==> src/rtl/text_console.sv <==
// Text console writer: turns a stream of character codes into text-buffer
// cell writes, tracks the cursor, and blanks rows or the whole screen.
// Write/WAddr/WData are registered and are only ever high while the FSM is
// busy, so every write is issued on the edge that enters or stays in a
// writing state.
module text_console #(
   parameter int unsigned COLS     = 120,
   parameter int unsigned ROWS     = 60,
   parameter logic [9:0]  CLR_ATTR = 10'h00F
) (
   input  logic        clk50,
   input  logic        rst_n,
   input  logic        char_valid,
   input  logic [7:0]  char_data,
   input  logic [3:0]  char_fg,
   input  logic [3:0]  char_bg,
   input  logic [1:0]  char_bl,
   output logic        char_ready,
   output logic [12:0] WAddr,
   output logic [17:0] WData,
   output logic        Write,
   output logic [6:0]  cur_col,
   output logic [5:0]  cur_row,
   output logic        busy
);

   localparam logic [1:0] IDLE    = 2'd0;
   localparam logic [1:0] PUT     = 2'd1;
   localparam logic [1:0] CLR_ROW = 2'd2;
   localparam logic [1:0] CLR_ALL = 2'd3;

   localparam logic [7:0] CH_BS = 8'h08;
   localparam logic [7:0] CH_LF = 8'h0A;
   localparam logic [7:0] CH_FF = 8'h0C;
   localparam logic [7:0] CH_CR = 8'h0D;

   localparam logic [12:0] CELLS    = 13'(COLS * ROWS);
   localparam logic [12:0] ROW_STEP = 13'(COLS);
   localparam logic [6:0]  LAST_COL = 7'(COLS - 1);
   localparam logic [5:0]  LAST_ROW = 6'(ROWS - 1);
   localparam logic [17:0] BLANK    = {CLR_ATTR, 8'h20};

   logic [1:0]  state_q, state_d;
   logic [7:0]  code_q, code_d;        // command being executed in PUT
   logic [12:0] row_base_q, row_base_d; // cur_row * COLS, kept incrementally
   logic [12:0] cnt_q, cnt_d;          // clear progress, shared by both clears
   logic [6:0]  col_d;
   logic [5:0]  row_d;
   logic        write_d;
   logic [12:0] waddr_d;
   logic [17:0] wdata_d;
   logic        adv;

   assign char_ready = (state_q == IDLE);
   assign busy       = (state_q != IDLE);

   // Next-state, cursor update and write generation.
   always_comb begin
      state_d    = state_q;
      code_d     = code_q;
      row_base_d = row_base_q;
      cnt_d      = cnt_q;
      col_d      = cur_col;
      row_d      = cur_row;
      write_d    = 1'b0;
      waddr_d    = WAddr;
      wdata_d    = WData;
      adv        = 1'b0;
      case (state_q)
         IDLE: begin
            if (char_valid) begin
               code_d = char_data;
               if (char_data == CH_FF) begin
                  state_d = CLR_ALL;
                  cnt_d   = 13'd0;
               end else begin
                  state_d = PUT;
                  if (!(char_data inside {CH_BS, CH_LF, CH_CR})) begin
                     write_d = 1'b1;
                     waddr_d = row_base_q + {6'd0, cur_col};
                     wdata_d = {char_bl, char_bg, char_fg, char_data};
                  end
               end
            end
         end
         PUT: begin
            state_d = IDLE;
            case (code_q)
               CH_LF: begin
                  col_d = 7'd0;
                  adv   = 1'b1;
               end
               CH_CR: col_d = 7'd0;
               CH_BS: if (cur_col != 7'd0) col_d = cur_col - 7'd1;
               default: begin
                  if (cur_col == LAST_COL) begin
                     col_d = 7'd0;
                     adv   = 1'b1;
                  end else begin
                     col_d = cur_col + 7'd1;
                  end
               end
            endcase
            // Moving to a new row always blanks it before more text lands.
            if (adv) begin
               state_d = CLR_ROW;
               cnt_d   = 13'd0;
               if (cur_row == LAST_ROW) begin
                  row_d      = 6'd0;
                  row_base_d = 13'd0;
               end else begin
                  row_d      = cur_row + 6'd1;
                  row_base_d = row_base_q + ROW_STEP;
               end
            end
         end
         CLR_ROW: begin
            if (cnt_q == ROW_STEP) begin
               state_d = IDLE;
            end else begin
               write_d = 1'b1;
               waddr_d = row_base_q + cnt_q;
               wdata_d = BLANK;
               cnt_d   = cnt_q + 13'd1;
            end
         end
         CLR_ALL: begin
            if (cnt_q == CELLS) begin
               state_d    = IDLE;
               col_d      = 7'd0;
               row_d      = 6'd0;
               row_base_d = 13'd0;
            end else begin
               write_d = 1'b1;
               waddr_d = cnt_q;
               wdata_d = BLANK;
               cnt_d   = cnt_q + 13'd1;
            end
         end
         default: begin
            state_d = CLR_ALL;
            cnt_d   = 13'd0;
         end
      endcase
   end

   // State and output registers with synchronous active-low reset.
   always_ff @(posedge clk50) begin
      if (!rst_n) begin
         state_q    <= CLR_ALL;
         code_q     <= 8'd0;
         row_base_q <= 13'd0;
         cnt_q      <= 13'd0;
         cur_col    <= 7'd0;
         cur_row    <= 6'd0;
         Write      <= 1'b0;
         WAddr      <= 13'd0;
         WData      <= 18'd0;
      end else begin
         state_q    <= state_d;
         code_q     <= code_d;
         row_base_q <= row_base_d;
         cnt_q      <= cnt_d;
         cur_col    <= col_d;
         cur_row    <= row_d;
         Write      <= write_d;
         WAddr      <= waddr_d;
         WData      <= wdata_d;
      end
   end

endmodule

==> config.mk <==
export PLATFORM = sky130hd
export DESIGN_NAME = text_console
export DESIGN_NICKNAME = d
export VERILOG_FILES = /design/src/rtl/text_console.sv
export SDC_FILE = /design/constraint.sdc
export NUM_CORES = 1
export LEC_CHECK = 0
export CAP_MARGIN = 40
export CORE_MARGIN = 2
export CORE_UTILIZATION = 59
export CTS_CLUSTER_DIAMETER = 50
export DETAILED_ROUTE_END_ITERATION = 10
export GPL_ROUTABILITY_DRIVEN = 0
export PLACE_DENSITY = 0.86
export SLEW_MARGIN = 0
export SYNTH_ARGS = -nofsm -noshare
export SYNTH_HDL_FRONTEND = slang
export SYNTH_SLANG_ARGS = --single-unit
==> constraint.sdc <==
create_clock -name clk50 -period 4.3 [get_ports clk50]
set_input_delay 0.43 -clock clk50 [delete_from_list [all_inputs] [get_ports clk50]]
set_output_delay 0.43 -clock clk50 [all_outputs]
set_load 0.005 [all_outputs]
==> metrics.csv <==
metric,value,unit
status,completed,
ys.flop_type,dfxtp_1,
grt_usage,29.1,%
synth_cell_types,66,
slew-limit-headroom,37.4,%
finalHoldWorstSlack,0.464,ns
pwr-share-comb,5.0,%
dr_total_vias,4357,
seq_area_frac_synth,34.9,%
layout_min_cycle_time,3.45,ns
route.met2.wl,5450,um
ios,68,
dr.first_iter.drc_count,372,
tns,0,ns
p_seq_share,53.0,%
dp_hpwl,8270,um
worst_pin_slew,0.939,ns
synth-edff-count,0,
p_int,1060,uW
synth_area,4480,um2
finalSetupViolCount,0,
postCtsSetupRepairBufs,0,
grt_pass1_wl,19700,um
synth_area_leader_cell,dfxtp_1,
io_buffers,67,
yosysTopAreaCellShare,34.9,%
routed.top_layer,met4,
grt_max_degree,33,
ys_seq_elements,78,
fin_nets,626,
die_w,91.1,um
synth_area_leaders,"dfxtp_1 35%, nand2_1 5.2%, ha_1 4.7%, a21boi_0 4.4%, a21oi_1 3.4%",
synthAdderAreaFrac,4.75,%
mappedNetlistNets,575,
cellLeakagePower,0.00195,uW
layout_common_cells,"78 x dfxtp_1, 67 x clkdlybuf4s50_1, 62 x nand2_1",
area_growth,20.4,%
firstDrtPassIters,5,
clk_latency,0.36,ns
synth-xor-area-share,2.93,%
wire_per_inst,17.4,um
p_clk_share,42.1,%
synthArstFlopShare,0,%
synth-simple-area-share,27.3,%
n_antenna_cell,0,
synth-compound-area-share,23.5,%
cts_hold_buffers,0,
worstHoldPathType,reg -> reg,
fin_crit_sh,80.2,%
cts_num_sinks,78,
path_clk_slew,0.09,ns
crit_path_end_kind,register,
grt_pass1_vias,4166,
antenna_found_initial,0,
cts_tree,built,
crit_arrival,3.68,ns
layout_commonest_cell,dfxtp_1,
drive_gt1_share,7.25,%
antenna_left,0,
synth.avg_cell_area,8.34,um2
cts_max_level,3,
grt_remaining_overflow,0,
hold_violations,0,
cp_max_fo,18,
drv_cap,0,
yosysWarnings,0,
switching_share,23.9,%
cts_resized,0,
rrSetupSlack,0.85,ns
syn_inst,537,
rr_worst_depth,9,
clock_path_buffers,2,
synth.mux.area_fraction,2.57,%
start_kind,register,
cp.required,4.53,ns
die_h,91.1,um
drc,0,
start_util,61.4,%
dr_wl_met3,1080,um
hold_depth,2,
coreArea,7290,um2
cts-root-buf,clkbuf_8,
viasPerCell,6.30,
powerDensity,257,nW/um2
maxSlewViolCount,0,
rsz0062_at_grt,no,
path_class,reg -> reg,
fmax,0.290,GHz
cts_made_buffers,9,
clock_skew,0.00866,ns
dieArea,8300,um2
p_switching,331,uW
synth_top_family_by_area,simple AND/OR/NAND/NOR gates,
wl_met1,5220,um
rows,31,
routed_wl,12000,um
ir_worst_vdd,0.190,mV
## flip-flops by register name, summed over array words and instances, names as in the netlist
register    count
WAddr          13
cur_row         6
code_q          8
cur_col         7
cnt_q          13
row_base_q     10
Write           1
WData          18
state_q         2
## synthesized netlist by cell type, drive strengths merged (6+ instances only)
cell type / instances
nor2: 27
o211a: 6
nor3: 12
nor3b: 9
nand4: 11
nand3: 25
a31oi: 6
clkbuf: 24
buf: 9
o31ai: 9
o211ai: 10
ha: 17
mux2i: 7
o21ai: 24
or4: 8
a21boi: 27
nand3b: 12
xor2: 8
and2: 14
inv: 11
nand2: 62
and3: 7
or3: 9
dfxtp: 78
xnor2: 7
a21oi: 31
## worst max-delay path: stages (launching register included)
cell and delay (ns):
dfxtp_1 0.65, nor2b_1 0.60, mux2_2 0.41, ha_1 0.32
a21o_1 0.22, a211oi_1 0.39, o21ai_0 0.19, a21oi_1 0.21
xor2_1 0.18, o21ai_0 0.13
## final timing paths
kind / endpoint / startpoint
setup / recovery: WAddr[9] / state_q[1]
hold reg to reg: WData[12] / WData[12]
setup reg to reg: WAddr[9] / state_q[1]
hold / removal: WData[12] / WData[12]
## cells by family after synthesis
logic type	count (synthesis)
AOI/OAI and AO/OA	149
DFF	78
adders and majority gates	17
buffers and inverters	44
and+or+nand+nor	223
xor gates and xnor gates	15
muxes	11
## metal layers
| layer | up-vias | GRT usage [%] |
|---|---|---|
| met5 | - | 0 |
| met4 | 0 | 12.9 |
| met3 | 33 | 7.30 |
| met2 | 208 | 45.7 |
| met1 | 2033 | 37.8 |
| li1 | 2083 | - |
## power groups by stage
| stage | Sequential, uW | Clock, uW | Combinational (uW) |
|---|---|---|---|
| after floorplan | 751 | 0 | 29.1 |
| after global placement | 751 | 0 | 64.8 |
| after detailed placement | 751 | 0 | 67.9 |
| after CTS | 734 | 586 | 69.0 |
| after global routing | 736 | 613 | 74.6 |
| final | 735 | 583 | 69.0 |
## metrics by stage
step	util [%]	std cells	total power (uW)	instance area, um2	worst slack [ns]
after floorplan	-	537	780	4480	1.49
after global placement	70.8	674	816	5160	1.15
after detailed placement	71.1	676	819	5180	1.01
after CTS	74.0	692	1390	5390	0.955
after global routing	74.0	692	1420	5390	0.660
final	74.0	692	1390	5390	0.853
## layout make-up
type,instances,area [um2]
Inverter,11,41.3
Tap cell,99,124
Timing Repair Buffer,73,723
Clock inverter,6,70.1
Sequential cell,78,1560
Clock buffer,10,138
Multi-Input combinational cell,415,2740
Fill cell,567,1900
Power figures use the tool's default switching activity.
